===== src/rtl/seg7_display_ctrl_if.sv =====
// rtl/seg7_display_ctrl_if.sv - value/control and display-drive bundle for seg7_display_ctrl
//  master: drives the value to show and the control strobes, and observes status and display drive
//  slave : the display controller
//  bin_in/neg_in/load/blank_lz : magnitude, sign, 1-cycle capture strobe, leading-zero blanking
//  busy/overflow               : conversion status, last committed value did not fit
//  segments/digits             : active-low {dp,g..a} and one-hot active-low digit enables
interface seg7_display_ctrl_if #(
    parameter int NUM_DIGITS = 4,
    parameter int BIN_W      = 16
);
    logic [BIN_W-1:0]      bin_in;
    logic                  neg_in;
    logic                  load;
    logic                  blank_lz;
    logic                  busy;
    logic                  overflow;
    logic [7:0]            segments;
    logic [NUM_DIGITS-1:0] digits;

    modport master (
        output bin_in, neg_in, load, blank_lz,
        input  busy, overflow, segments, digits
    );

    modport slave (
        input  bin_in, neg_in, load, blank_lz,
        output busy, overflow, segments, digits
    );
endinterface


===== src/rtl/seg7_display_ctrl.sv =====
// rtl/seg7_display_ctrl.sv - N-digit multiplexed common-anode 7-segment controller with BCD conversion
//  clk_50Mhz : system clock
//  rst       : synchronous active-low reset
//  bus       : seg7_display_ctrl_if slave (bin_in, neg_in, load, blank_lz in; busy, overflow,
//              segments, digits out)
//  A load in IDLE captures the value; a sequential double-dabble runs BIN_W steps, then all
//  display registers commit on one edge. Scanning runs independently off a free prescaler.
module seg7_display_ctrl #(
    parameter int NUM_DIGITS  = 4,
    parameter int BIN_W       = 16,
    parameter int REFRESH_DIV = 13
) (
    input  logic                 clk_50Mhz,
    input  logic                 rst,
    seg7_display_ctrl_if.slave   bus
);

    // Decimal digits needed for 2**BIN_W-1; equals ceil(BIN_W*log10(2)). BIN_W must stay below 64.
    function automatic int num_dec_digits(input int w);
        longint v;
        int     d;
        v = (longint'(1) <<< w) - 1;
        d = 0;
        for (int i = 0; i < 20; i++) begin
            if (v > 0) begin
                d++;
                v = v / 10;
            end
        end
        return d;
    endfunction

    localparam int BCD_DIGITS = num_dec_digits(BIN_W);
    localparam int BCD_W      = 4 * BCD_DIGITS;
    localparam int PAD_DIGITS = (BCD_DIGITS > NUM_DIGITS) ? BCD_DIGITS : NUM_DIGITS;
    localparam int CNT_W      = $clog2(BIN_W + 1);
    localparam int IDX_W      = $clog2(NUM_DIGITS);

    localparam logic [6:0] SEG_DASH  = 7'b0111111;
    localparam logic [6:0] SEG_BLANK = 7'b1111111;

    function automatic logic [6:0] decode_digit(input logic [3:0] d);
        logic [6:0] s;
        case (d)
            4'd0:    s = 7'b1000000;
            4'd1:    s = 7'b1111001;
            4'd2:    s = 7'b0100100;
            4'd3:    s = 7'b0110000;
            4'd4:    s = 7'b0011001;
            4'd5:    s = 7'b0010010;
            4'd6:    s = 7'b0000010;
            4'd7:    s = 7'b1111000;
            4'd8:    s = 7'b0000000;
            4'd9:    s = 7'b0010000;
            default: s = SEG_BLANK;
        endcase
        return s;
    endfunction

    typedef enum logic [1:0] {
        ST_IDLE,
        ST_CONV,
        ST_COMMIT
    } state_t;

    state_t                     state_q, state_d;
    logic [BIN_W-1:0]           bin_q, bin_d;
    logic [BCD_W-1:0]           bcd_q, bcd_d;
    logic [CNT_W-1:0]           cnt_q, cnt_d;
    logic                       neg_q, neg_d;

    logic [NUM_DIGITS-1:0][3:0] disp_q, disp_d;
    logic                       sign_q, sign_d;
    logic                       ovf_q, ovf_d;

    logic [REFRESH_DIV-1:0]     presc_q;
    logic [IDX_W-1:0]           scan_q;
    logic [7:0]                 seg_q;
    logic [NUM_DIGITS-1:0]      dig_q;

    logic [BCD_W-1:0]           bcd_adj;
    logic [4*PAD_DIGITS-1:0]    bcd_pad;
    logic [NUM_DIGITS-1:0][3:0] commit_digits;
    logic                       conv_ovf;
    logic                       bcd_nz;
    logic [IDX_W-1:0]           msnz_idx;
    logic [6:0]                 seg_nxt;
    logic [NUM_DIGITS-1:0]      dig_nxt;

    // Double-dabble pre-shift correction: any BCD nibble >= 5 gets +3 so the shift carries into the next decade.
    always_comb begin
        bcd_adj = bcd_q;
        for (int i = 0; i < BCD_DIGITS; i++) begin
            if (bcd_q[4*i +: 4] >= 4'd5) begin
                bcd_adj[4*i +: 4] = bcd_q[4*i +: 4] + 4'd3;
            end
        end
    end

    // Zero-extend the BCD result so the capacity check and digit copy can index either width safely.
    assign bcd_pad = (4*PAD_DIGITS)'(bcd_q);

    always_comb begin
        conv_ovf      = 1'b0;
        bcd_nz        = 1'b0;
        commit_digits = '0;
        for (int i = 0; i < PAD_DIGITS; i++) begin
            if (bcd_pad[4*i +: 4] != 4'd0) begin
                bcd_nz = 1'b1;
                // A negative value gives up the leftmost digit to the minus sign.
                if (i >= (neg_q ? NUM_DIGITS - 1 : NUM_DIGITS)) begin
                    conv_ovf = 1'b1;
                end
            end
        end
        for (int i = 0; i < NUM_DIGITS; i++) begin
            commit_digits[i] = bcd_pad[4*i +: 4];
        end
    end

    always_comb begin
        state_d = state_q;
        bin_d   = bin_q;
        bcd_d   = bcd_q;
        cnt_d   = cnt_q;
        neg_d   = neg_q;
        disp_d  = disp_q;
        sign_d  = sign_q;
        ovf_d   = ovf_q;
        case (state_q)
            ST_IDLE: begin
                if (bus.load) begin
                    bin_d   = bus.bin_in;
                    neg_d   = bus.neg_in;
                    bcd_d   = '0;
                    cnt_d   = '0;
                    state_d = ST_CONV;
                end
            end
            ST_CONV: begin
                {bcd_d, bin_d} = {bcd_adj, bin_q} << 1;
                cnt_d          = cnt_q + 1'b1;
                if (cnt_q == CNT_W'(BIN_W - 1)) begin
                    state_d = ST_COMMIT;
                end
            end
            ST_COMMIT: begin
                disp_d  = commit_digits;
                ovf_d   = conv_ovf;
                // Negative zero is shown as plain "0".
                sign_d  = neg_q & bcd_nz;
                state_d = ST_IDLE;
            end
            default: state_d = ST_IDLE;
        endcase
    end

    // Highest nonzero committed digit; stays 0 for a zero value so the units digit is never blanked.
    always_comb begin
        msnz_idx = '0;
        for (int i = 0; i < NUM_DIGITS; i++) begin
            if (disp_q[i] != 4'd0) begin
                msnz_idx = IDX_W'(i);
            end
        end
    end

    always_comb begin
        dig_nxt = ~(NUM_DIGITS'(1) << scan_q);
        if (ovf_q) begin
            seg_nxt = SEG_DASH;
        end else if (sign_q && (scan_q == IDX_W'(NUM_DIGITS - 1))) begin
            seg_nxt = SEG_DASH;
        end else if (bus.blank_lz && (scan_q > msnz_idx)) begin
            seg_nxt = SEG_BLANK;
        end else begin
            seg_nxt = decode_digit(disp_q[scan_q]);
        end
    end

    always_ff @(posedge clk_50Mhz) begin
        if (!rst) begin
            state_q <= ST_IDLE;
            bin_q   <= '0;
            bcd_q   <= '0;
            cnt_q   <= '0;
            neg_q   <= 1'b0;
            disp_q  <= '0;
            sign_q  <= 1'b0;
            ovf_q   <= 1'b0;
        end else begin
            state_q <= state_d;
            bin_q   <= bin_d;
            bcd_q   <= bcd_d;
            cnt_q   <= cnt_d;
            neg_q   <= neg_d;
            disp_q  <= disp_d;
            sign_q  <= sign_d;
            ovf_q   <= ovf_d;
        end
    end

    always_ff @(posedge clk_50Mhz) begin
        if (!rst) begin
            presc_q <= '0;
            scan_q  <= '0;
            seg_q   <= 8'hFF;
            dig_q   <= '1;
        end else begin
            presc_q <= presc_q + 1'b1;
            if (&presc_q) begin
                scan_q <= (scan_q == IDX_W'(NUM_DIGITS - 1)) ? '0 : scan_q + 1'b1;
            end
            seg_q <= {1'b1, seg_nxt};
            dig_q <= dig_nxt;
        end
    end

    assign bus.busy     = (state_q != ST_IDLE);
    assign bus.overflow = ovf_q;
    assign bus.segments = seg_q;
    assign bus.digits   = dig_q;

endmodule


===== src/flat_wrapper.sv =====
// flat-port wrapper written by rule: the top's interface ports become plain ports
module seg7_display_ctrl_flat 
#(
    parameter int NUM_DIGITS  = 4,
    parameter int BIN_W       = 16,
    parameter int REFRESH_DIV = 13
)
  (clk_50Mhz, rst, bus_bin_in, bus_neg_in, bus_load, bus_blank_lz, bus_busy, bus_overflow, bus_segments, bus_digits);
  seg7_display_ctrl_if #(.NUM_DIGITS(NUM_DIGITS), .BIN_W(BIN_W)) bus_i ();
  input  logic clk_50Mhz;
  input  logic rst;
  input wire logic [$bits(bus_i.bin_in)-1:0] bus_bin_in;
  input wire logic [$bits(bus_i.neg_in)-1:0] bus_neg_in;
  input wire logic [$bits(bus_i.load)-1:0] bus_load;
  input wire logic [$bits(bus_i.blank_lz)-1:0] bus_blank_lz;
  output wire logic [$bits(bus_i.busy)-1:0] bus_busy;
  output wire logic [$bits(bus_i.overflow)-1:0] bus_overflow;
  output wire logic [$bits(bus_i.segments)-1:0] bus_segments;
  output wire logic [$bits(bus_i.digits)-1:0] bus_digits;
  assign bus_i.bin_in = bus_bin_in;
  assign bus_i.neg_in = bus_neg_in;
  assign bus_i.load = bus_load;
  assign bus_i.blank_lz = bus_blank_lz;
  assign bus_busy = bus_i.busy;
  assign bus_overflow = bus_i.overflow;
  assign bus_segments = bus_i.segments;
  assign bus_digits = bus_i.digits;
  seg7_display_ctrl #(.NUM_DIGITS(NUM_DIGITS), .BIN_W(BIN_W), .REFRESH_DIV(REFRESH_DIV)) u_core (.clk_50Mhz(clk_50Mhz), .rst(rst), .bus(bus_i));
endmodule

===== config.mk =====
export PLATFORM = sky130hd
export DESIGN_NAME = seg7_display_ctrl_flat
export DESIGN_NICKNAME = d
export VERILOG_FILES = /design/src/rtl/seg7_display_ctrl_if.sv /design/src/rtl/seg7_display_ctrl.sv /design/src/flat_wrapper.sv
export SDC_FILE = /design/constraint.sdc
export NUM_CORES = 1
export LEC_CHECK = 0
export ABC_CLOCK_PERIOD_IN_PS = 6100
export BUFFER_PORTS_ARGS = -buffer_cell sky130_fd_sc_hd__buf_2
export CAP_MARGIN = 20
export CORE_MARGIN = 2
export CORE_UTILIZATION = 30
export DETAILED_ROUTE_END_ITERATION = 12
export HOLD_SLACK_MARGIN = 0.06
export SLEW_MARGIN = 20
export SYNTH_ARGS = -nofsm -noshare
export SYNTH_HDL_FRONTEND = slang
export SYNTH_SLANG_ARGS = --single-unit

===== constraint.sdc =====
create_clock -name clk_50Mhz -period 6.1 [get_ports clk_50Mhz]
set_input_delay 1.525 -clock clk_50Mhz [delete_from_list [all_inputs] [get_ports clk_50Mhz]]
set_output_delay 1.525 -clock clk_50Mhz [all_outputs]
set_load 0.01 [all_outputs]

==> out/metrics.csv, run 1 <==
metric;value;unit
p_per_area;250;nW/um^2
ys.flop_type;dfxtp_1;
yosys_warnings;0;
irDropWorstVdd;0.000106;V
cp_data_arrival_time;2.82;ns
dp_slack;3.17;ns
dr_wl_met2;3830;um
drive_above_1_share;0.134;
slew-limit-headroom;0.522;
syn2layout_area_growth;14.0;%
hold_class;reg2reg;
clk-insertion-delay-late;0.34;ns
synth.most_common_cell;dfxtp_1;
fin_crit_sh;0.424;
drt_iter0_drc;130;
synth_common_cells;dfxtp_1, nand2_1, a21boi_0;
synthArstFlopShare;0;
clockBufferDepth;2;
ant_nets;0;
htree_levels;3;
dieWidth;123;um
critPathMaxStageDelay;0.29;ns
dp_hpwl;5660;um
postSynthCellCount;484;
final-setup-viol-count;0;
seqCellArea;1760;um^2
synth_seq_cells;88;
multi_input_area;2310;um^2
fillCellCount;1419;
syn-num-nets;532;
clock-sinks;88;
critPathCaptureType;flop;
avgViaCountPerCell;4.76;
grtUsageTotal;0.119;
grt_pass1_wl;14500;um
avgSynthCellArea;8.84;um^2
yosys.area.top_type;dfxtp_1;
ys_types;45;
fin_skew;0.00503;ns
antenna_found_initial;0;
path_clk_slew;0.06;ns
gp_congestion;0.779;
crit_fanout;23;
cts_root_buf;clkbuf_16;
finalSetupTns;0;ns
fin_ws;3.51;ns
top_layer_used;met4;
rows;43;
drt-total-wl;8400;um
whs_path_depth;2;
grt_pass1_vias;3091;
antenna_cells;0;
post_cts_buffers;0;
dr.pass1.iters;4;
critical_path_required;6.33;ns
status;completed;
syn_area;4280;um^2
crit_type;in2reg;
synth-edff-count;0;
m1WireLength;4060;um
cts_resized;0;
port_buffers;33;
reg2reg_depth;7;
cts_tree;yes;
fin_crit;2.59;ns
met3_length;391;um
dr_total_vias;3277;
coreArea;13900;um^2
cap_violations;0;
gr-total-overflow;0;
drc;0;
io_pins;35;
cellLeakagePower;1.79;nW
fp.dieH;123;um
grt_max_degree;85;
cts_buffers;9;
hold_viol;0;
max_slew.worst_pin.slew;0.714;ns
ys_seq_area_frac;0.412;
grt_setup_unrepaired;no;
die_area;15200;um^2
final_core_util;0.351;
cts_hold_buf;0;
synth_area_leaders;dfxtp_1, ha_1, a21boi_0, nand2_1, nand3_1;
slew_violations;0;
synth_top_area_frac;0.412;
layout.nets;551;
routedWlPerCell;12.2;um
cp_slowest_cell;buf_4;
max_freq;0.386;GHz
cp-start-kind;input pin;
path_cells;buf_2 > nor3b_2 > buf_4 > nor2_1 > buf_4 > o21ai_0 > o21ai_0 > and2_1;
start_util;0.308;
==> cells in the final DEF (no fill, tap or decap), drive strengths merged, types with 2 or more instances in the layout <==
cell and count:
dfxtp 88, nand2 70, a21boi 44, buf 38, nand3 28, ha 27
o21ai 25, and2 21, inv 18, nor3 15, a22oi 14, nor2 13
xnor2 11, clkbuf 10, nand2b 9, a21oi 8, nor2b 8, o211ai 7
xor2 6, nand4 5, o21a 5, mux4 4, and3 4, mux2i 4
mux2 4, or3 3, or4 2, a31oi 2, o31ai 2, clkinvlp 2
nor3b 2, clkinv 2
==> where the power goes <==
part | total [mW] | internal [mW] | switching [mW]
combinational | 0.0698 | 0.0273 | 0.0425
sequential | 0.597 | 0.589 | 0.00842
clock | 0.554 | 0.330 | 0.225
total | 1.22 | 0.945 | 0.275
==> final timing paths <==
| check | start | endpoint | slack (ns) |
|---|---|---|---|
| max reg2reg | u_core.disp_q[12]$_SDFFE_PN0N_ | u_core.bus.segments[3]$_SDFF_PP1_ | 4.01 |
| min | u_core.bin_q[11]$_SDFFE_PN0P_ | u_core.bin_q[11]$_SDFFE_PN0P_ | 0.46 |
| min reg2reg | u_core.bin_q[11]$_SDFFE_PN0P_ | u_core.bin_q[11]$_SDFFE_PN0P_ | 0.46 |
| max | bus_load | u_core.cnt_q[2]$_SDFFE_PN0P_ | 3.51 |
==> worst max-delay path: cells and delay by family <==
kind,cells,cell delay (ns)
AOI/OAI and AO/OA,2,0.24
buffers and inverters,3,0.59
and+or+nand+nor,3,0.44
==> state kept, by name, indices dropped and copies added, names as in the netlist <==
signal               cells
u_core.bcd_pad          20
u_core.bin_q            16
u_core.disp_q           16
u_core.presc_q          13
u_core.bus.segments      7
u_core.cnt_q             5
u_core.bus.digits        4
u_core.scan_q            2
u_core.state_q           2
u_core.bus.overflow      1
u_core.neg_q             1
u_core.sign_q            1
==> logic make-up after synthesis <==
kind of cell / count (synthesis) / share of synthesized area
simple gates: 182 / 0.209
compound gates: 110 / 0.174
flops: 88 / 0.412
buf+inv: 47 / 0.0480
fa+ha+maj: 27 / 0.0790
xor+xnor: 17 / 0.0366
mux: 12 / 0.0410
other cells: 1 / 0.000877
==> layout make-up <==
cell class	count	area share
Multi-Input combinational cell	349	0.475
Sequential cell	88	0.361
Clock buffer	10	0.0490
Tap cell	180	0.0462
Timing Repair Buffer	38	0.0416
Clock inverter	6	0.0139
Inverter	17	0.0131
==> per-layer routing <==
layer | vias to the layer above | global-route usage
li1 | 1707 | -
met1 | 1504 | 0.150
met2 | 57 | 0.195
met3 | 9 | 0.0309
met4 | 0 | 0.0455
met5 | - | 0
==> through the flow <==
| step | hold WS (ns) | cell area [um^2] | cells | power [mW] |
|---|---|---|---|---|
| after floorplan | 0.436 | 4280 | 484 | 0.657 |
| after global placement | 0.452 | 4570 | 672 | 0.678 |
| after detailed placement | 0.457 | 4570 | 672 | 0.681 |
| after CTS | 0.466 | 4870 | 688 | 1.24 |
| after global routing | 0.488 | 4870 | 688 | 1.27 |
| final | 0.462 | 4870 | 688 | 1.22 |
Power figures use the tool's default switching activity.
==> run 2: changes to the inputs <==
- ABC_CLOCK_PERIOD_IN_PS: 6100 -> 2700
- clock period: 6.1 -> 2.7 ns (I/O delays scaled with it)
==> run 2 against run 1 <==
Via count is 1.7% higher. Cell area is 0.59% higher. Clock skew is 0.0030 ns higher. Total power is 130% higher. Die area stayed put.
==> out/metrics.csv, run 2 (synthesis gave the netlist of run 1 again) <==
metric;value;unit;change
seqCellArea;1760;um^2;unchanged
antenna_found_initial;0;;unchanged
cts_tree;yes;;unchanged
drt_iter0_drc;154;;was 130
coreArea;13900;um^2;unchanged
routedWlPerCell;12.6;um;was 12.2 um
dieWidth;123;um;unchanged
final-setup-viol-count;0;;unchanged
die_area;15200;um^2;unchanged
fillCellCount;1429;;was 1419
start_util;0.308;;unchanged
reg2reg_depth;7;;unchanged
gp_congestion;0.843;;was 0.779
drt-total-wl;8710;um;was 8400 um
critPathCaptureType;flop;;unchanged
layout.nets;552;;was 551
cts_buffers;9;;unchanged
fin_skew;0.00805;ns;was 0.00503 ns
gr-total-overflow;0;;unchanged
irDropWorstVdd;0.000356;V;was 0.000106 V
grtUsageTotal;0.125;;was 0.119
port_buffers;33;;unchanged
cellLeakagePower;1.81;nW;was 1.79 nW
avgViaCountPerCell;4.84;;was 4.76
p_total;2.82;mW;was 1.22 mW
path_clk_slew;0.06;ns;about the same
whs_path_depth;2;;unchanged
cts_hold_buf;0;;unchanged
rrSetupSlack;0.61;ns;was 4.01 ns
syn2layout_area_growth;14.7;%;was 14.0%
grt_max_degree;60;;was 85
reg2reg_from;u_core.disp_q[12]$_SDFFE_PN0N_;;unchanged
hold_viol;0;;unchanged
worstHoldStart;u_core.bin_q[14]$_SDFFE_PN0P_;;was u_core.bin_q[11]$_SDFFE_PN0P_
hold_class;reg2reg;;unchanged
htree_levels;3;;unchanged
grt_pass1_wl;14900;um;was 14500 um
ant_nets;0;;unchanged
cap_violations;0;;unchanged
rows;43;;unchanged
dp_hpwl;5900;um;was 5660 um
multi_input_area;2310;um^2;about the same
io_pins;35;;unchanged
crit_fanout;6;;was 23
antenna_cells;0;;unchanged
status;completed;;unchanged
slew_violations;0;;unchanged
dr.pass1.iters;5;;was 4
slew-limit-headroom;0.546;;was 0.522
finalSetupTns;0;ns;unchanged
layout_commonest_cell;dfxtp_1;;unchanged
clock-sinks;88;;unchanged
crit_type;reg2reg;;was in2reg
cts_root_buf;clkbuf_16;;unchanged
r2r-end;u_core.bus.segments[0]$_SDFF_PP1_;;was u_core.bus.segments[3]$_SDFF_PP1_
cts_resized;0;;unchanged
max_slew.worst_pin.slew;0.679;ns;was 0.714 ns
final_cell_mix;dfxtp_1, nand2_1, a21boi_0;;unchanged
drive_above_1_share;0.132;;was 0.134
holdPathEnd;u_core.bin_q[14]$_SDFFE_PN0P_;;was u_core.bin_q[11]$_SDFFE_PN0P_
p_per_area;575;nW/um^2;was 250 nW/um^2
largest_reg_flops;20;;unchanged
cp-start-kind;flop;;was input pin
dr_total_vias;3334;;was 3277
fin_crit;2.09;ns;
drc;0;;unchanged
max_freq;0.478;GHz;
grt_pass1_vias;3226;;was 3091
critical_path_required;2.92;ns;was 6.33 ns
clockBufferDepth;2;;unchanged
cp_data_arrival_time;2.31;ns;was 2.82 ns
post_cts_buffers;0;;unchanged
clk-insertion-delay-late;0.35;ns;was 0.34 ns
fp.dieH;123;um;unchanged
grt_setup_unrepaired;no;;unchanged
fin_crit_sh;0.776;;
run 2: changes by cell type in the layout (fill, tap and decap cells not counted):
cell        before  now
clkbuf_8         1    3
clkinvlp_4       2    0
buf_12           0    1
clkbuf_1         0    1
clkinv_2         1    0
nor2b_1          6    7
nor2b_2          2    1
run 2: metrics by stage:
stage	setup slack (ns)	area (um^2)	util	instances	hold slack (ns)
finish	0.606	4900	0.353	689	0.465
global route	0.453	4900	0.353	689	0.480
CTS	0.587	4900	0.353	689	0.467
detailed placement	0.606	4590	0.330	673	0.453
global placement	0.659	4590	0.330	673	0.450
floorplan	0.678	4280	-	484	0.436
run 2: cell type report:
class                           instances  area share
Clock buffer                           13      0.0551
Tap cell                              180      0.0459
Inverter                               17      0.0130
Sequential cell                        88       0.359
Timing Repair Buffer                   39      0.0454
Clock inverter                          3     0.00970
Multi-Input combinational cell        349       0.472
run 2: report_power, final:
| part | internal (mW) | leakage, nW | switching, mW |
|---|---|---|---|
| combinational | 0.0631 | 0.940 | 0.101 |
| sequential | 1.33 | 0.715 | 0.0186 |
| clock | 0.798 | 0.156 | 0.509 |
run 2: how the worst max path moves through the flow:
stage / startpoint / endpoint / slack [ns] / cells past startpoint
after global placement: u_core.disp_q[12]$_SDFFE_PN0N_ / u_core.bus.segments[3]$_SDFF_PP1_ / 0.66 / 7
final: u_core.disp_q[12]$_SDFFE_PN0N_ / u_core.bus.segments[0]$_SDFF_PP1_ / 0.61 / 7
after detailed placement: u_core.disp_q[12]$_SDFFE_PN0N_ / u_core.bus.segments[0]$_SDFF_PP1_ / 0.61 / 7
after global routing: u_core.disp_q[12]$_SDFFE_PN0N_ / u_core.bus.segments[0]$_SDFF_PP1_ / 0.45 / 7
after floorplan: u_core.disp_q[12]$_SDFFE_PN0N_ / u_core.bus.segments[0]$_SDFF_PP1_ / 0.68 / 8
after CTS: u_core.disp_q[12]$_SDFFE_PN0N_ / u_core.bus.segments[0]$_SDFF_PP1_ / 0.59 / 7
run 2: critical path, cell delays in order (launching register included):
cell      delay [ns]
dfxtp_1         0.33
or4_1           0.54
nor2_1          0.14
ha_1            0.25
nor2b_1         0.13
o211ai_1        0.18
and3_1          0.28
o211ai_1        0.12
run 2: metal layers:
layer	wire length (um)	GRT usage
met5	0	0
met2	4090	0.205
met1	4170	0.151
met3	369	0.0420
met4	90	0.0462
==> run 3: changes to the inputs <==
- ABC_CLOCK_PERIOD_IN_PS: 2700 -> 2000
- clock period: 2.7 -> 2 ns (I/O delays scaled with it)
==> run 3 against run 2 <==
The flow now finishes with violations (negative setup slack). Non-clock buffer count increased by 14. Cell area increased by 2.3%. Die area unchanged. Via count increased by 0.84%. Clock skew about the same. Sequential share of layout area decreased by 0.78 points. Total power increased by 28%. Critical path depth unchanged.
==> out/metrics.csv, run 3 (synthesis gave the netlist of run 1 again) <==
metric;value;unit;change
reg2reg_from;u_core.disp_q[10]$_SDFFE_PN0N_;;was u_core.disp_q[12]$_SDFFE_PN0N_
layout_commonest_cell;dfxtp_1;;unchanged
die_area;15200;um^2;unchanged
met1_usage;0.152;;was 0.151
cts_hold_buf;0;;unchanged
htree_levels;3;;unchanged
fin_skew;0.00793;ns;was 0.00805 ns
gr-total-overflow;0;;unchanged
dp_cells;686;;was 673
critical_path_required;2.21;ns;was 2.92 ns
status;finished, violations left;;was completed
drc;0;;unchanged
critPathMaxStageDelay;0.56;ns;was 0.54 ns
met2_usage;0.212;;was 0.205
cts_tree;yes;;unchanged
grtUsageTotal;0.127;;was 0.125
dp_hpwl;6110;um;was 5900 um
startpoint;u_core.disp_q[10]$_SDFFE_PN0N_;;was u_core.disp_q[12]$_SDFFE_PN0N_
critPathBufInv;0;;unchanged
max_slew.worst_pin.slew;0.632;ns;was 0.679 ns
largest_reg_flops;20;;unchanged
cp_slowest_cell;or4_4;;was or4_1
busiest_layer;met2;;unchanged
dieWidth;123;um;unchanged
final_cell_mix;dfxtp_1, nand2_1, a21boi_0;;unchanged
instances_no_fill;703;;was 689
cts_root_buf;clkbuf_16;;unchanged
drive_above_1_share;0.170;;was 0.132
final-setup-viol-count;7;;was 0
whs_path_depth;3;;was 2
fin_crit_sh;1.03;;was 0.776
gp_congestion;0.812;;was 0.843
clk-insertion-delay-late;0.34;ns;was 0.35 ns
port_buffers;33;;unchanged
clock-sinks;88;;unchanged
critPathCaptureType;flop;;unchanged
dr.pass1.iters;4;;was 5
fin_crit;2.06;ns;was 2.09 ns
path_cells;or4_4 > nor2_4 > ha_4 > nor2b_4 > o211ai_1 > and3_4 > o211ai_1;;was or4_1 > nor2_1 > ha_1 > nor2b_1 > o211ai_1 > and3_1 > o211ai_1
grt_setup_unrepaired;yes;;was no
max_freq;0.485;GHz;was 0.478 GHz
coreArea;13900;um^2;unchanged
crit_path_frequent_cell;o211ai_1;;unchanged
grt_max_degree;47;;was 60
grt_pass1_wl;15300;um;was 14900 um
slew-limit-headroom;0.578;;was 0.546
syn2layout_area_growth;17.3;%;was 14.7%
holdPathEnd;u_core.bin_q[0]$_SDFFE_PN0P_;;was u_core.bin_q[14]$_SDFFE_PN0P_
drt-total-wl;8890;um;was 8710 um
r2r-end;u_core.bus.segments[0]$_SDFF_PP1_;;unchanged
p_per_area;722;nW/um^2;was 575 nW/um^2
antenna_cells;0;;unchanged
post_dp_cell_area;4680;um^2;was 4590 um^2
hold_viol;0;;unchanged
path_clk_slew;0.07;ns;was 0.06 ns
worstHoldStart;bus_bin_in[0];;was u_core.bin_q[14]$_SDFFE_PN0P_
antenna_found_initial;0;;unchanged
ant_nets;0;;unchanged
reg2reg_depth;7;;unchanged
io_pins;35;;unchanged
crit_type;reg2reg;;unchanged
grt_util_met3;0.0397;;was 0.0420
grt_pass1_vias;3414;;was 3226
hold_class;in2reg;;was reg2reg
fin_ws;-0.0625;ns;was 0.606 ns
irDropWorstVdd;0.000514;V;was 0.000356 V
layout.nets;566;;was 552
clockBufferDepth;2;;unchanged
avgViaCountPerCell;4.78;;was 4.84
dr_total_vias;3362;;was 3334
slew_violations;0;;unchanged
violations;negative setup slack;;
cellLeakagePower;1.87;nW;was 1.81 nW
rrSetupSlack;-0.06;ns;was 0.61 ns
rows;43;;unchanged
final_area;5020;um^2;was 4900 um^2
cap_violations;0;;unchanged
fillCellCount;1463;;was 1429
fp.dieH;123;um;unchanged
routedWlPerCell;12.6;um;about the same
cp_data_arrival_time;2.27;ns;was 2.31 ns
cts_buffers;9;;unchanged
crit_fanout;6;;unchanged
start_util;0.308;;unchanged
drt_iter0_drc;136;;was 154
cp-start-kind;flop;;unchanged
crit_family;simple AND/OR/NAND/NOR gates;;unchanged
[run 3: cell count changes in the layout (fill, tap and decap cells not counted), sizes merged]
cell | previous run | this run
buf | 39 | 53
clkbuf | 13 | 10
inv | 18 | 20
bufinv | 1 | 0
clkinv | 1 | 2
clkinvlp | 0 | 1
[run 3: final cells by class]
class / count / area [um^2] / share of cell area
clock buffer: 10 / 229 / 0.0456
clock inverter: 6 / 51.3 / 0.0102
inverter: 17 / 63.8 / 0.0127
multi-input combinational: 349 / 2360 / 0.470
sequential: 88 / 1760 / 0.351
tap: 180 / 225 / 0.0449
timing repair buffer: 53 / 328 / 0.0654
[run 3: worst max path at each step]
| stage | end | slack (ns) | depth (start not counted) |
|---|---|---|---|
| after global routing | u_core.bus.segments[5]$_SDFF_PP1_ | -0.12 | 7 |
| after CTS | u_core.bus.segments[0]$_SDFF_PP1_ | -0.02 | 7 |
| after detailed placement | u_core.bus.segments[0]$_SDFF_PP1_ | -0.09 | 7 |
| final | u_core.bus.segments[0]$_SDFF_PP1_ | -0.06 | 7 |
| after floorplan | u_core.bus.segments[0]$_SDFF_PP1_ | 0.05 | 8 |
| after global placement | u_core.bus.segments[3]$_SDFF_PP1_ | -0.04 | 7 |
[run 3: stage by stage]
stage	power (mW)	TNS (ns)	setup WS (ns)	hold WS, ns	util
2_1_floorplan	2.00	0	0.0488	0.436	-
3_3_place_gp	2.08	-0.167	-0.0442	0.446	0.337
3_5_place_dp	2.09	-0.318	-0.0913	0.455	0.337
4_1_cts	3.69	-0.0151	-0.0151	0.386	0.359
5_1_grt	3.80	-0.692	-0.122	0.387	0.361
6_report	3.62	-0.232	-0.0625	0.400	0.361
[run 3: worst reg2reg max path, cell delays in order (launching register included)]
cell and delay [ns]:
dfxtp_2 0.32, or4_4 0.56, nor2_4 0.14, ha_4 0.21, nor2b_4 0.12, o211ai_1 0.24
and3_4 0.26, o211ai_1 0.09
[run 3: routing by layer]
metal | vias up | wire length [um]
li1 | 1729 | -
met1 | 1567 | 4210
met2 | 55 | 4160
met3 | 11 | 381
met4 | 0 | 130
met5 | - | 0
[run 3: power breakdown]
part	switching (mW)	leakage (nW)	internal, mW	total, mW
Sequential	0.0248	0.716	1.79	1.82
Clock	0.713	0.134	0.859	1.57
Combinational	0.135	1.02	0.0942	0.229
Total	0.872	1.87	2.75	3.62
[run 3: what timing repair did]
| action | 4_1_cts | 5_1_grt |
|---|---|---|
| pin swaps | 0 | 5 |
| buffers inserted | 1 | 0 |
| resized for setup | 5 | 6 |
| endpoints found under the setup margin | 6 | 8 |
